<file path="src/rtl/lcd_fill_sequencer.sv">
`default_nettype none
// ============================================================================
// Module   : lcd_fill_sequencer
// Purpose  : ST7789 rectangle fill engine (CASET/RASET/RAMWR + pixel stream)
//            with CPU pass-through arbitration onto the 9-bit serializer path.
// Revision : 1.0  initial release
// ============================================================================
module lcd_fill_sequencer #(
  parameter int X_OFFSET = 40,
  parameter int Y_OFFSET = 53,
  parameter int WIDTH    = 240,
  parameter int HEIGHT   = 135
) (
  input  logic        clk,
  input  logic        rst,
  input  logic        cmd_valid,
  output logic        cmd_ready,
  input  logic [8:0]  x0,
  input  logic [8:0]  x1,
  input  logic [8:0]  y0,
  input  logic [8:0]  y1,
  input  logic [15:0] color,
  input  logic        abort,
  input  logic        cpu_valid,
  input  logic [8:0]  cpu_data,
  output logic        cpu_ready,
  output logic        out_valid,
  output logic [8:0]  out_data,
  input  logic        out_ready,
  output logic        busy,
  output logic        done,
  output logic        err
);

  localparam logic [15:0] c_x_off  = 16'(X_OFFSET);
  localparam logic [15:0] c_y_off  = 16'(Y_OFFSET);
  localparam logic [8:0]  c_width  = 9'(WIDTH);
  localparam logic [8:0]  c_height = 9'(HEIGHT);

  typedef enum logic [3:0] {
    S_IDLE     = 4'd0,
    S_CASET_C  = 4'd1,
    S_CASET_P0 = 4'd2,
    S_CASET_P1 = 4'd3,
    S_CASET_P2 = 4'd4,
    S_CASET_P3 = 4'd5,
    S_RASET_C  = 4'd6,
    S_RASET_P0 = 4'd7,
    S_RASET_P1 = 4'd8,
    S_RASET_P2 = 4'd9,
    S_RASET_P3 = 4'd10,
    S_RAMWR    = 4'd11,
    S_PIX_HI   = 4'd12,
    S_PIX_LO   = 4'd13,
    S_DONE     = 4'd14
  } state_t;

  state_t      r_state;
  state_t      w_state_nxt;
  state_t      w_adv;

  logic [15:0] r_cx0;
  logic [15:0] r_cx1;
  logic [15:0] r_ry0;
  logic [15:0] r_ry1;
  logic [15:0] r_color;
  logic [15:0] r_cnt;
  logic        r_abort_pend;
  logic        r_err;

  logic        w_bad;
  logic        w_accept;
  logic        w_xfer;
  logic        w_abort_eff;
  logic [8:0]  w_xspan;
  logic [8:0]  w_yspan;
  logic [15:0] w_npix;

  assign w_bad = (x1 < x0) || (y1 < y0) || (x1 >= c_width) || (y1 >= c_height);
  assign w_xspan = x1 - x0 + 9'd1;
  assign w_yspan = y1 - y0 + 9'd1;
  assign w_npix  = 16'(w_xspan) * 16'(w_yspan);

  assign w_accept    = cmd_valid & cmd_ready;
  assign w_xfer      = out_valid & out_ready;
  assign w_abort_eff = abort | r_abort_pend;

  assign busy = (r_state != S_IDLE);
  assign done = (r_state == S_DONE);
  assign err  = r_err;

  always_ff @(posedge clk or posedge rst) begin
    if (rst) begin
      r_state <= S_IDLE;
    end else begin
      r_state <= w_state_nxt;
    end
  end

  always_comb begin
    w_state_nxt = r_state;
    w_adv       = r_state;
    out_valid   = 1'b0;
    out_data    = 9'h000;
    cmd_ready   = 1'b0;
    cpu_ready   = 1'b0;

    case (r_state)
      S_IDLE: begin
        // CPU words win; a fill request waits until no CPU word is pending.
        out_valid = cpu_valid & ~rst;
        out_data  = (cpu_valid && !rst) ? cpu_data : 9'h000;
        cpu_ready = out_ready & ~rst;
        cmd_ready = ~cpu_valid & ~rst;
        if (cmd_valid && !cpu_valid && !rst && !w_bad) begin
          w_state_nxt = S_CASET_C;
        end
      end
      S_CASET_C:  begin out_valid = 1'b1; out_data = 9'h02A;                 w_adv = S_CASET_P0; end
      S_CASET_P0: begin out_valid = 1'b1; out_data = {1'b1, r_cx0[15:8]};    w_adv = S_CASET_P1; end
      S_CASET_P1: begin out_valid = 1'b1; out_data = {1'b1, r_cx0[7:0]};     w_adv = S_CASET_P2; end
      S_CASET_P2: begin out_valid = 1'b1; out_data = {1'b1, r_cx1[15:8]};    w_adv = S_CASET_P3; end
      S_CASET_P3: begin out_valid = 1'b1; out_data = {1'b1, r_cx1[7:0]};     w_adv = S_RASET_C;  end
      S_RASET_C:  begin out_valid = 1'b1; out_data = 9'h02B;                 w_adv = S_RASET_P0; end
      S_RASET_P0: begin out_valid = 1'b1; out_data = {1'b1, r_ry0[15:8]};    w_adv = S_RASET_P1; end
      S_RASET_P1: begin out_valid = 1'b1; out_data = {1'b1, r_ry0[7:0]};     w_adv = S_RASET_P2; end
      S_RASET_P2: begin out_valid = 1'b1; out_data = {1'b1, r_ry1[15:8]};    w_adv = S_RASET_P3; end
      S_RASET_P3: begin out_valid = 1'b1; out_data = {1'b1, r_ry1[7:0]};     w_adv = S_RAMWR;    end
      S_RAMWR:    begin out_valid = 1'b1; out_data = 9'h02C;                 w_adv = S_PIX_HI;   end
      S_PIX_HI:   begin out_valid = 1'b1; out_data = {1'b1, r_color[15:8]};  w_adv = S_PIX_LO;   end
      S_PIX_LO:   begin out_valid = 1'b1; out_data = {1'b1, r_color[7:0]};   w_adv = S_PIX_HI;   end
      S_DONE:     begin w_state_nxt = S_IDLE; end
      default:    begin w_state_nxt = S_IDLE; end
    endcase

    // The final pixel transfer completes normally even if abort coincides.
    if (r_state != S_IDLE && out_valid && out_ready) begin
      if (r_state == S_PIX_LO && r_cnt == 16'd1) begin
        w_state_nxt = S_DONE;
      end else if (w_abort_eff) begin
        w_state_nxt = S_IDLE;
      end else begin
        w_state_nxt = w_adv;
      end
    end
  end

  always_ff @(posedge clk or posedge rst) begin
    if (rst) begin
      r_cx0        <= 16'd0;
      r_cx1        <= 16'd0;
      r_ry0        <= 16'd0;
      r_ry1        <= 16'd0;
      r_color      <= 16'd0;
      r_cnt        <= 16'd0;
      r_abort_pend <= 1'b0;
      r_err        <= 1'b0;
    end else begin
      r_err <= w_accept & w_bad;

      if (w_accept && !w_bad) begin
        r_cx0   <= {7'd0, x0} + c_x_off;
        r_cx1   <= {7'd0, x1} + c_x_off;
        r_ry0   <= {7'd0, y0} + c_y_off;
        r_ry1   <= {7'd0, y1} + c_y_off;
        r_color <= color;
        r_cnt   <= w_npix;
      end else if (r_state == S_PIX_LO && w_xfer) begin
        r_cnt <= r_cnt - 16'd1;
      end

      if (w_state_nxt == S_IDLE) begin
        r_abort_pend <= 1'b0;
      end else if (abort && r_state != S_IDLE) begin
        r_abort_pend <= 1'b1;
      end
    end
  end

endmodule
`default_nettype wire

</file>
<file path="config.mk">
export PLATFORM = sky130hd
export DESIGN_NAME = lcd_fill_sequencer
export DESIGN_NICKNAME = d
export VERILOG_FILES = /design/src/rtl/lcd_fill_sequencer.sv
export SDC_FILE = /design/constraint.sdc
export NUM_CORES = 1
export LEC_CHECK = 0
export CAP_MARGIN = 5
export CELL_PAD_IN_SITES_DETAIL_PLACEMENT = 1
export CELL_PAD_IN_SITES_GLOBAL_PLACEMENT = 2
export CORE_MARGIN = 8
export CORE_UTILIZATION = 36
export CTS_BUF_LIST = sky130_fd_sc_hd__clkbuf_8
export DETAILED_ROUTE_END_ITERATION = 10
export HOLD_SLACK_MARGIN = 0.08
export PLACE_DENSITY = 0.8
export SLEW_MARGIN = 0
export SYNTH_ARGS = -nofsm -noshare
export SYNTH_HDL_FRONTEND = slang
export SYNTH_SLANG_ARGS = --single-unit
</file>
<file path="constraint.sdc">
create_clock -name clk -period 3.2 [get_ports clk]
set_input_delay 0.64 -clock clk [delete_from_list [all_inputs] [get_ports clk]]
set_output_delay 0.64 -clock clk [all_outputs]
set_load 0.005 [all_outputs]
</file>
==> impl_metrics.ini <==
[final_layout]
finalNetCount = 1463
layout_common_cells = buf_4, nand2_1, inv_1
design_area_um2 = 12300
areaGrowthSynthToFinish_pct = 51.4
multiInputGateArea_um2 = 6530
nFillCells = 2592
mostFrequentLayoutCell = buf_4
register_area_um2 = 1950
diodes = 0
layout-drive-gt1-share_pct = 34.8

[yosys]
yosysSeqAreaShare_pct = 24.0
synth_compound_area_share_pct = 15.7
synth-seq-cells = 78
synth.distinct_cells = 67
synth-async-reset-ratio_pct = 100
synthFlopType = dfrtp_1
netlist_top_cells_area = dfrtp_1, fa_1, ha_1, nand2_1, inv_1
synth-xor-area-share_pct = 5.77
synth-simple-area-share_pct = 19.8
syn_area_um2 = 8130
syn-num-nets = 1175
syn_area_per_cell_um2 = 8.31
yosys.area.top_type = dfrtp_1
synth_warnings = 0
synth-edff-count = 0
netlist.area_leader.share_pct = 24.0
syn-instance-count = 978
synth_top_family_by_area = adder cells
synth-adder-area-share_pct = 25.3
synthMuxAreaShare_pct = 1.00

[placement]
place_area_um2 = 10900
place_hpwl_mm = 22.7
portBuffers = 81
globalplace.congestion = 0.862

[sta]
fin_worst_skew_ps = 19.7
period_share_pct = 183
slew_violations = 0
rsz0062_at_grt = yes
final-setup-viol-count = 13
tns_ps = -26920
worst_pin_slew_ps = 563
timing.fmax_mhz = 171
hold_viol = 0
period_minus_slack_ps = 5840
fin_ws_ps = -2640
relSlewSlack_pct = 62.5

[drt]
antenna_left = 0
viasPerCell = 5.13
drt_iter0_drc = 377
routed_wl_mm = 30.6
vias = 7985
first_pass_iters = 4
routedWlPerCell_um = 19.7
drcViolationCount = 0

[hold_path]
min_path_type = reg2reg

[clock_tree]
cts_sinks = 78
cts_buffers = 9
cts_hold_buf = 0
cts_root_buffer = clkbuf_8
clk_pin_slew_worst_paths_ps = 100
cts_buffer_depth = 2
clk_latency_ps = 380
htree_levels = 3
cts_tree = built

[grt]
grt_overflow_total = 0
antenna_found_initial = 0
grt_pass1_vias = 8983
grt_pass1_wl_mm = 49.0
grt_max_degree = 59
grt_use_total_pct = 21.9

[setup_path]
cp.arrival_ps = 6110
cp_max_fo = 3
start_kind = input port
crit_type = in2reg
crit_path_end_kind = flip-flop
critPathRequiredTime_ps = 3470

[floorplanning]
dieArea_um2 = 27600
core_region_area_um2 = 22400
ios = 82
row_count = 55
die-width_um = 166
die_h_um = 166
initial_core_util_pct = 36.2

[run_status]
violations = negative setup slack
outcome = finished, violations left

[flow_run]
maxCapViolCount = 0
==> cell families after synthesis <==
family | count (synthesis)
buffers and inverters | 172
multiplexers | 8
AO/OA/AOI/OAI | 194
XOR/XNOR | 52
adder cells (fa/ha/maj) | 130
AND/OR/NAND/NOR | 344
flip-flops | 78
==> area by class of cell <==
type	instances	share of cell area, %
multi-input combinational	728	53.0
inverter	139	4.54
timing repair buffer	310	21.7
tap	285	2.90
clock inverter	7	0.986
clock buffer	9	1.01
sequential	78	15.9
==> worst max-delay path: stages <==
cell      delay (ps)
buf_12           120
inv_16            40
ha_4             120
inv_2             40
fa_1             550
nor2b_4          160
nor2_2            50
a2111o_1         430
a21o_1           210
and2_4           160
buf_6            120
buf_6            120
nor2_4            70
fa_1             440
fa_1             500
fa_1             510
inv_2             40
fa_1             480
inv_2             50
ha_4             270
o21a_1           110
o21a_1           160
nand3_2          100
buf_4            140
buf_4            130
o21ai_4          140
xnor2_2          130
o21ai_1           70
==> flip-flops by register name, summed over array words and instances (netlist names) <==
signal	flops
r_cnt	16
r_abort_pend	1
r_cx0	10
r_state	4
r_ry0	10
r_color	16
r_cx1	10
r_ry1	10
err	1
==> metrics by stage <==
| step | cells | worst slack, ps | hold WS [ps] | utilization [%] |
|---|---|---|---|---|
| finish | 1556 | -2640 | 484 | 54.9 |
| global route | 1556 | -2860 | 496 | 54.9 |
| CTS | 1541 | -2710 | 489 | 53.4 |
| detailed placement | 1497 | -3530 | 465 | 48.6 |
| global placement | 1497 | -3480 | 458 | 48.6 |
| floorplan | 978 | -2640 | 440 | - |
==> worst paths after layout <==
kind / from / end / slack, ps / cells past startpoint
max in group asynchronous: rst / r_ry1[9] / 1770 / 4
min reg2reg: r_cx1[2] / r_cx1[2] / 480 / 2
min: r_cx1[2] / r_cx1[2] / 480 / 2
max reg2reg: r_state[1] / r_cx1[3] / 540 / 8
min in group asynchronous: rst / r_cnt[6] / 770 / 3
max: y0[3] / r_cnt[13] / -2640 / 28
==> repair_timing <==
action | in CTS | in global routing
resized for setup | 221 | 77
endpoints found under the setup margin | 44 | 20
pin swaps | 98 | 84
setup buffers | 29 | 23
hold endpoints to repair | 0 | 0
gates cloned | 0 | 1
==> synthesized netlist by cell type (3+ instances only) <==
library cell and number:
buf_6 4, o21a_1 7, a32oi_1 6, a32o_1 3
nand2_1 144, a21oi_1 38, a211oi_1 4, o31ai_1 3
buf_2 8, a31oi_1 3, nor2_1 86, dfrtp_1 78
a211o_1 4, o21ai_0 49, nor2b_1 9, or3_1 4
o211ai_1 8, or4_1 3, nand2b_1 21, nor3b_1 5
inv_1 139, a22oi_1 3, fa_1 57, o22ai_1 5
o21ai_1 19, mux2i_1 7, clkbuf_1 19, nand3_1 20
o21bai_1 3, or2_2 7, a22o_1 7, nor3_1 12
xnor2_1 36, xor2_1 15, ha_1 73, and3_1 8
and2_1 9, a221oi_1 3, a21o_1 6, nor4_1 4
a221o_1 6
==> metal layers <==
metal / wire length (um) / part of all wire, % / up-vias / track usage [%]
met3: 822 / 2.7 / 34 / 2.12
met1: 13300 / 44 / 4010 / 27.2
met5: 0 / 0 / - / 0
met4: 539 / 1.8 / 0 / 5.37
li1: - / - / 3816 / -
met2: 15900 / 52 / 125 / 40.1
Power is left out: the tool's default activity adds up to more than one toggle a clock period on the data nets, which glitch-free logic cannot reach.
